<file path="src/rtl/result_display_driver.sv">
// rtl/result_display_driver.sv - 4-digit multiplexed seven-segment driver for the calculator result.
// Latches BCD digits and sign on load, scans common-anode digits, decodes with minus and leading-zero blanking.
module result_display_driver #(
  parameter int REFRESH_DIV   = 100000,
  parameter bit BLANK_LEADING = 1'b1
) (
  input  logic       clk,
  input  logic       rst_n,
  input  logic       load,
  input  logic [3:0] D1,
  input  logic [3:0] D2,
  input  logic [3:0] D3,
  input  logic [3:0] D4,
  input  logic       isNegative,
  output logic [3:0] an,
  output logic [6:0] seg,
  output logic       dp
);

  localparam int CNT_W = (REFRESH_DIV > 1) ? $clog2(REFRESH_DIV) : 1;
  localparam logic [CNT_W-1:0] CNT_LAST = CNT_W'(REFRESH_DIV - 1);

  localparam logic [6:0] SEG_BLANK = 7'b1111111;
  localparam logic [6:0] SEG_MINUS = 7'b0111111;

  typedef enum logic [1:0] {DIG0, DIG1, DIG2, DIG3} scan_e;

  logic [3:0]       d1_q, d1_d, d2_q, d2_d, d3_q, d3_d, d4_q, d4_d;
  logic             neg_q, neg_d;
  logic [CNT_W-1:0] cnt_q, cnt_d;
  scan_e            state_q, state_d;
  logic [3:0]       an_q, an_d;
  logic [6:0]       seg_q, seg_d;

  logic minus3, lead3_zero, blank3, blank2, blank1;

  function automatic logic [6:0] decode(input logic [3:0] v);
    logic [6:0] s;
    case (v)
      4'd0:    s = 7'b1000000;
      4'd1:    s = 7'b1111001;
      4'd2:    s = 7'b0100100;
      4'd3:    s = 7'b0110000;
      4'd4:    s = 7'b0011001;
      4'd5:    s = 7'b0010010;
      4'd6:    s = 7'b0000010;
      4'd7:    s = 7'b1111000;
      4'd8:    s = 7'b0000000;
      4'd9:    s = 7'b0010000;
      4'hF:    s = SEG_MINUS;
      default: s = SEG_BLANK;
    endcase
    return s;
  endfunction

  always_comb begin
    d1_d  = load ? D1 : d1_q;
    d2_d  = load ? D2 : d2_q;
    d3_d  = load ? D3 : d3_q;
    d4_d  = load ? D4 : d4_q;
    neg_d = load ? isNegative : neg_q;

    cnt_d   = cnt_q + CNT_W'(1);
    state_d = state_q;
    if (cnt_q == CNT_LAST) begin
      cnt_d   = '0;
      state_d = scan_e'(state_q + 2'd1);
    end

    // A minus in the thousands position is transparent to blanking of the zeros after it.
    minus3     = neg_q || (d1_q == 4'hF);
    lead3_zero = minus3 || (d1_q == 4'd0);
    blank3     = BLANK_LEADING && !minus3 && (d1_q == 4'd0);
    blank2     = BLANK_LEADING && lead3_zero && (d2_q == 4'd0);
    blank1     = blank2 && (d3_q == 4'd0);

    an_d  = 4'b1111;
    seg_d = SEG_BLANK;
    case (state_q)
      DIG0: begin
        an_d  = 4'b1110;
        seg_d = decode(d4_q);
      end
      DIG1: begin
        an_d  = 4'b1101;
        seg_d = blank1 ? SEG_BLANK : decode(d3_q);
      end
      DIG2: begin
        an_d  = 4'b1011;
        seg_d = blank2 ? SEG_BLANK : decode(d2_q);
      end
      DIG3: begin
        an_d  = 4'b0111;
        seg_d = minus3 ? SEG_MINUS : (blank3 ? SEG_BLANK : decode(d1_q));
      end
      default: begin
        an_d  = 4'b1111;
        seg_d = SEG_BLANK;
      end
    endcase
  end

  always_ff @(posedge clk or negedge rst_n) begin
    if (!rst_n) begin
      d1_q    <= '0;
      d2_q    <= '0;
      d3_q    <= '0;
      d4_q    <= '0;
      neg_q   <= 1'b0;
      cnt_q   <= '0;
      state_q <= DIG0;
      an_q    <= 4'b1111;
      seg_q   <= SEG_BLANK;
    end else begin
      d1_q    <= d1_d;
      d2_q    <= d2_d;
      d3_q    <= d3_d;
      d4_q    <= d4_d;
      neg_q   <= neg_d;
      cnt_q   <= cnt_d;
      state_q <= state_d;
      an_q    <= an_d;
      seg_q   <= seg_d;
    end
  end

  assign an  = an_q;
  assign seg = seg_q;
  assign dp  = 1'b1;

endmodule

</file>
<file path="config.mk">
export PLATFORM = sky130hd
export DESIGN_NAME = result_display_driver
export DESIGN_NICKNAME = d
export VERILOG_FILES = /design/src/rtl/result_display_driver.sv
export SDC_FILE = /design/constraint.sdc
export NUM_CORES = 1
export LEC_CHECK = 0
export BUFFER_PORTS_ARGS = -buffer_cell sky130_fd_sc_hd__buf_2
export CELL_PAD_IN_SITES_DETAIL_PLACEMENT = 1
export CELL_PAD_IN_SITES_GLOBAL_PLACEMENT = 1
export CORE_MARGIN = 2
export CORE_UTILIZATION = 35
export CTS_CLUSTER_DIAMETER = 50
export DETAILED_ROUTE_END_ITERATION = 12
export PLACE_DENSITY = 0.75
export SYNTH_ARGS = -nofsm -noshare
export SYNTH_HDL_FRONTEND = slang
export SYNTH_SLANG_ARGS = --single-unit
</file>
<file path="constraint.sdc">
create_clock -name clk -period 3.6 [get_ports clk]
set_input_delay 0 -clock clk [delete_from_list [all_inputs] [get_ports clk]]
set_output_delay 0 -clock clk [all_outputs]
set_load 0.01 [all_outputs]
</file>
==> key figures, run 1 <==
Floorplanning
  – Starting Density: 36.2%
  – I/O pins: 32
  – Die Y: about 96 um
  – Rows: 33
  – Core Box Area: 8220 um2
  – DIE AREA: 9260 um2
  – Die X: 96.2 um

STA
  – Final period utilization: ~59%
  – Setup ws final: 1.47 ns
  – RSZ-0062 raised after global routing: no
  – Slew at the pin with the worst max-slew slack: 0.708 ns
  – Endpoints failing setup: 0
  – Rel. slew slack: 52.6%
  – Setup TNS: 0 ns
  – Clock Skew: between 0.005 and 0.006 ns
  – Final hold viol count: 0
  – Minimum clock period: ~2.1 ns
  – F_max: 469 MHz
  – Max Transition Viols Final: 0
  – Hold Slack: 0.185 ns

Detailed routing
  – Met1 WL: 3.47 mm
  – WL/cell: 15.0 um
  – Top sig layer: met4
  – DR DRC count: 0
  – Via Count: 2427
  – DRT Wirelength: about 7.1 mm
  – First DRT Iteration DRCs: between 100 and 150
  – WL met3: 231 um
  – Vias per cell: ~5.2
  – Drt pass-1 iters: 4
  – Wire length on met2: about 3.2 mm
  – Routed Antenna Nets: 0

Finish
  – Nets: 417
  – Number of antenna diodes: 0
  – Area grow syn2layout: 17.1%
  – Share of layout cells above drive strength 1: roughly 16%
  – Non-Filler Cell Area, Final: approximately 3500 um2

Synthesis
  – Yosys cell types: 50
  – Synthesized area: 2980 um2
  – Synth Register Bits: 47
  – Post-Synthesis Cells: about 320
  – Async SR Flop Fraction: between 90% and 100%
  – Ranking of synthesized cells by area: dfrtp_1 30%, ha_1 13%, dfstp_2 9.7%
  – Compound-Gate Fraction of Synth Area: 17.6%
  – Post-synthesis xor/xnor area fraction: 4.41%
  – Synth area leader: dfrtp_1
  – Main combinational cell family by area after synthesis: compound AO/OA/AOI/OAI gates
  – Register area share after synthesis: 40.0%
  – Syn Area/Cell: 9.25 um2
  – Synth warn: 0
  – Most common flop cell mapped by yosys: dfrtp_1
  – Synthesized Nets: 374
  – Mux contribution to synthesized area: under 10%
  – EDFF count, synth: 0
  – Synthesized-area fraction occupied by adder cells: between 10% and 20%
  – Yosys top cell area share: 30.3%
  – Simple-Gate Fraction of Synth Area: 17.6%

Global route
  – Total grt overflow: 0
  – First-pass GRT wire length: about 12 mm
  – Number of global-route vias before repair: about 2500
  – Pin count of the biggest net entering global routing: 48
  – GRT Total Usage: 17.1%
  – Antenna violations before repair: 0

CTS
  – Maximum clock path buffer count: 2
  – Root Buffer: clkbuf_8
  – Post-CTS setup repair buffer count: 0
  – CTS Buf Count: 5
  – CTS H-tree lvls: 2
  – Clock latency on the worst-skew pair: between 0.3 and 0.4 ns
  – Clock Pin Slew Worst Setup and Hold Paths: 0.09 ns
  – CTS tree: built
  – TritonCTS Sinks: 47

Setup path
  – Crit path capture type: flip-flop
  – Critical setup path kind: reg2reg
  – Crit path DAT: approximately 2.3 ns
  – Crit path max fanout: 11
  – Worst EP required: between 3 and 4 ns
  – R2r worst-path depth: 6
  – Startpoint Class: flip-flop

Hold path
  – HP Class: in2reg
  – WHS Path Cells: 3

Power and ir drop
  – Max rail drop VDD: around 0.15 mV
  – Leak Pwr: approximately 1.6 nW
  – PwrDens: 337 nW/um2

Placement
  – Pre-CTS WS: 1.51 ns
  – DP HPWL: ~5.0 mm
  – Final Wtd Congestion: 0.861
  – Buffers added on ports: 30
  – Placed Instance Area: 3210 um2

Job
  – Maxcap violations: 0

Run status
  – Outcome: finished clean
worst paths after layout:
| check | start | to | slack [ns] |
|---|---|---|---|
| worst max-delay path | cnt_q[0] | cnt_q[10] | 1.47 |
| worst min-delay path | load | d1_q[0] | 0.18 |
| worst max register to register | cnt_q[0] | cnt_q[10] | 1.47 |
| worst min register to register | cnt_q[0] | cnt_q[0] | 0.50 |
| max in group asynchronous | rst_n | cnt_q[15] | 2.90 |
| min in group asynchronous | rst_n | d2_q[3] | 0.31 |
stage by stage:
stage,utilization [%],total power [W],std cells
after global placement,39.1,0.000816,445
final,42.4,0.00117,471
after CTS,42.4,0.00119,471
after floorplan,-,0.000750,322
after detailed placement,39.1,0.000825,445
after global routing,42.4,0.00125,471
state kept, by name, summed over array words and instances, names as in the netlist:
name     cells
d2_q         4
state_q      2
an           4
cnt_q       17
d3_q         4
neg_q        1
d1_q         4
d4_q         4
seg          7
layout by cell type (no fill, tap or decap), types with 9 or more instances in the layout:
cell type,instances
a21oi_1,13
buf_2,30
dfrtp_1,36
dfstp_2,11
dlygate4sd3_1,18
ha_1,32
inv_1,23
nand2_1,37
nand3_1,9
nor2_1,30
o21ai_0,26
cell usage after synthesis, drive strengths merged, types with 2 or more instances:
master  number
nor2        30
a21oi       13
xnor2        8
nand3        9
nor3         7
ha          32
a32oi        2
dfstp       11
clkbuf      10
and2         2
mux2i        2
inv         23
a21o         2
a211oi       6
and3         3
nand4        4
xor2         7
mux2         4
o31ai        4
nor2b        4
dfrtp       36
o21ai       26
o211ai       6
nand2       37
a31oi        7
and4         3
buf          3
worst max-delay path, stage by stage, from the launching register on:
cell     delay (ns)
dfrtp_1        0.40
ha_1           0.23
and4_1         0.29
nand2_1        0.09
nor2_1         0.56
o21ai_0        0.24
a21o_1         0.22
cells by family after synthesis:
group           after synthesis
simple gates                108
compound gates               77
flops                        47
buf+inv                      36
fa+ha+maj                    32
xor+xnor                     15
mux                           6
other cells                   1
layout make-up:
type                            instances  area (um2)
Clock inverter                          1        8.76
Timing Repair Buffer                   49         338
Fill cell                             977        4730
Sequential cell                        47        1190
Clock buffer                            7        86.3
Multi-Input combinational cell        239        1650
Inverter                               23        86.3
Tap cell                              105         131
power breakdown:
group	internal, W	switching [W]
logic	0.0000950	0.000118
registers	0.000568	0.0000476
clock network	0.000158	0.000187
total	0.000821	0.000353
repair_timing:
| action | 4_1_cts | 5_1_grt |
|---|---|---|
| hold buffers | 18 | 0 |
| endpoints found under the hold margin | 53 | 0 |
| gates resized for setup | 0 | 0 |
layer usage:
layer  GRT usage, %  vias to the layer above
met1           23.9                     1183
met5              0                        -
li1               -                     1200
met3           2.82                        6
met4           6.43                        0
met2           26.7                       38
Power figures use the tool's default switching activity.
==> run 2, diff against run 1 <==
--- a/config.mk
+++ b/config.mk
@@ -5,6 +5,7 @@
 export SDC_FILE = /design/constraint.sdc
 export NUM_CORES = 1
 export LEC_CHECK = 0
+export ABC_AREA = 1
 export BUFFER_PORTS_ARGS = -buffer_cell sky130_fd_sc_hd__buf_2
 export CELL_PAD_IN_SITES_DETAIL_PLACEMENT = 1
 export CELL_PAD_IN_SITES_GLOBAL_PLACEMENT = 1
@@ -12,7 +13,7 @@
 export CORE_UTILIZATION = 35
 export CTS_CLUSTER_DIAMETER = 50
 export DETAILED_ROUTE_END_ITERATION = 12
-export PLACE_DENSITY = 0.75
+export PLACE_DENSITY = 0.8
 export SYNTH_ARGS = -nofsm -noshare
 export SYNTH_HDL_FRONTEND = slang
 export SYNTH_SLANG_ARGS = --single-unit
==> constraint.sdc (replaced) <==
create_clock -name clk -period 1.8 [get_ports clk]
set_input_delay 0 -clock clk [delete_from_list [all_inputs] [get_ports clk]]
set_output_delay 0 -clock clk [all_outputs]
set_load 0.01 [all_outputs]
==> run 2 against run 1 <==
  * Via count rose by 17%
  * Power is 110% higher
  * Hold slack lost 0.017 ns
  * Largest cell class unchanged
  * Wire length increased by 14%
  * Register-to-register slack got worse by 1.3 ns
  * Sequential power increased by 95%
  * Clock skew is essentially flat
  * Flip-flop and latch count did not move
  * Die area up 8.2%
==> key figures, run 2 <==
Synthesis
  – Synth area leader: dfrtp_1
  – Ranking of synthesized cells by area: dfrtp_1 28%, nand2_1 14%, ha_1 12%
  – Synth Register Bits: 47
  – Async SR Flop Fraction: 100%
  – Synthesized Nets: 486
  – Yosys cell types: 35
  – Syn Area/Cell: 7.45 um2
  – Yosys top cell area share: 27.9%
  – Synthesized area: 3230 um2
  – Post-synth top cells: 120 x nand2_1, 67 x inv_1, 36 x dfrtp_1
  – Most common flop cell mapped by yosys: dfrtp_1
  – Synth warn: 0
  – Top-count cell post-synth: nand2_1
  – Post-Synthesis Cells: between 400 and 500
  – Register area share after synthesis: approximately 37%
  – EDFF count, synth: 0

Finish
  – Area grow syn2layout: 17.1%
  – Nets: 533
  – Reg with most FFs: cnt_q
  – Most common cell after layout, fill and taps aside: nand2_1
  – Share of layout cells above drive strength 1: 16.8%
  – Filler cell count: approximately 1100
  – Max FFs per register: 17
  – Multi-input logic area: 1740 um2
  – Util after Layout: ~42%
  – Number of antenna diodes: 0
  – Most frequent cells in the layout: 120 x nand2_1, 65 x inv_1, 33 x dfrtp_1
  – Reg area: 1190 um2

Detailed routing
  – Top sig layer: met4
  – Routed Antenna Nets: 0
  – Vias per cell: 4.79
  – First DRT Iteration DRCs: 102
  – WL met3: ~150 um
  – DRT Wirelength: 8.04 mm
  – Drt pass-1 iters: 4
  – Wire length on met2: 3.99 mm
  – Via Count: 2839
  – DR DRC count: 0
  – WL/cell: 13.6 um
  – Met1 WL: between 3 and 4 mm

Placement
  – Buffers added on ports: 30
  – Final Wtd Congestion: 0.884
  – DP HPWL: 6.19 mm

CTS
  – Post-CTS setup repair buffer count: 0
  – CTS H-tree lvls: 2
  – Clock Pin Slew Worst Setup and Hold Paths: 0.09 ns
  – CTS Buf Count: 5
  – TritonCTS Sinks: between 40 and 50
  – CTS tree: built
  – Maximum clock path buffer count: 2
  – Root Buffer: clkbuf_8
  – Clock latency on the worst-skew pair: 0.31 ns

Job
  – Maxcap violations: 0

Global route
  – Total grt overflow: 0
  – Antenna violations before repair: 0
  – GRT Total Usage: 17.3%
  – First-pass GRT wire length: 13.9 mm
  – Pin count of the biggest net entering global routing: 35
  – Number of global-route vias before repair: 2904

Setup path
  – Crit path capture type: flip-flop
  – Crit path DAT: 1.89 ns
  – Startpoint Class: flip-flop
  – Critical setup path kind: reg2reg
  – Crit path max fanout: 7
  – Worst EP required: 2.04 ns

STA
  – F_max: 608 MHz
  – Final period utilization: 91.4%
  – RSZ-0062 raised after global routing: no
  – Max Transition Viols Final: 0
  – Endpoints failing setup: 0
  – Clock Skew: 0.00613 ns
  – Setup TNS: 0 ns
  – Rel. slew slack: 62.7%
  – Final hold viol count: 0
  – Slew at the pin with the worst max-slew slack: 0.560 ns
  – Minimum clock period: 1.64 ns

Floorplanning
  – Core Box Area: between 9000 and 10000 um2
  – Starting Density: 35.5%
  – I/O pins: 32
  – Die Y: 100 um
  – DIE AREA: 10000 um2
  – Die X: around 100 um
  – Rows: 35

Run status
  – Outcome: finished clean

Power and ir drop
  – PwrDens: 644 nW/um2
  – Max rail drop VDD: between 0.2 and 0.3 mV
  – Leak Pwr: around 2.0 nW

Hold path
  – HP Class: in2reg
==> run 2: cell count changes after synthesis, moves of 7 or more <==
cell | previous run | this run
nand2_1 | 37 | 120
inv_1 | 23 | 67
nand3_1 | 9 | 30
xnor2_1 | 8 | 0
a31oi_1 | 7 | 0
clkbuf_1 | 10 | 3
==> run 2: report_power, final <==
| part | switching [W] | internal [W] | leakage (nW) |
|---|---|---|---|
| logic | 0.000311 | 0.000199 | 1.35 |
| registers | 0.0000695 | 0.00113 | 0.569 |
| clock network | 0.000410 | 0.000315 | 0.0474 |
==> run 2: layout make-up <==
cell class | count | share of cell area (%)
flip-flops and latches | 47 | 31.5
clock buffers | 6 | 2.18
well taps | 111 | 3.67
clock inverters | 2 | 0.429
multi-input cells | 308 | 46.0
repair buffers | 49 | 9.25
inverters | 70 | 6.94
==> run 2: repair_timing <==
| item | CTS | global route |
|---|---|---|
| hold buffers | 18 | 0 |
| hold endpoints to repair | 33 | 0 |
| endpoints found under the setup margin | 0 | 7 |
| resized for setup | 0 | 9 |
==> run 2: final timing paths <==
check                          from  endpoint  cells past startpoint  slack, ns
setup / recovery            d2_q[0]    seg[5]                      9       0.16
hold / removal                 load   d2_q[1]                      3       0.17
setup reg to reg            d2_q[0]    seg[5]                      9       0.16
hold reg to reg            cnt_q[0]  cnt_q[0]                      1       0.47
max in group asynchronous     rst_n    seg[3]                      3       0.99
min in group asynchronous     rst_n  cnt_q[0]                      2       0.20
==> run 2: kinds of logic after synthesis <==
group           share of synthesized area, %
other cells                            0.116
xor+xnor                                1.63
buf+inv                                 9.95
simple gates                            30.1
compound gates                          9.02
flops                                   36.8
fa+ha+maj                               12.4
==> run 2: worst max-delay path, stage by stage (launching register included) <==
cell and delay [ns]:
dfrtp_1 0.46, inv_2 0.12, ha_1 0.17, nor3b_4 0.28, nand2_2 0.14, nand2_1 0.09
nand2_1 0.06, nand3_1 0.09, nand2_1 0.05, nand2_1 0.11
==> run 2: stage by stage <==
stage | power, W | instance area [um2] | setup WS [ns] | hold slack, ns | cells
2_1_floorplan | 0.00153 | 3230 | 0.406 | -0.296 | 434
3_3_place_gp | 0.00168 | 3480 | 0.124 | 0.0178 | 567
3_5_place_dp | 0.00170 | 3480 | 0.0783 | 0.0198 | 567
4_1_cts | 0.00248 | 3760 | 0.0407 | 0.169 | 593
5_1_grt | 0.00260 | 3790 | 0.00271 | 0.212 | 593
6_report | 0.00244 | 3790 | 0.155 | 0.168 | 593
==> run 2: metal layers <==
layer  track usage (%)  up-vias
li1                  -     1449
met5                 0        -
met2              31.0       29
met1              22.2     1352
met4              4.43        0
met3              2.09        9
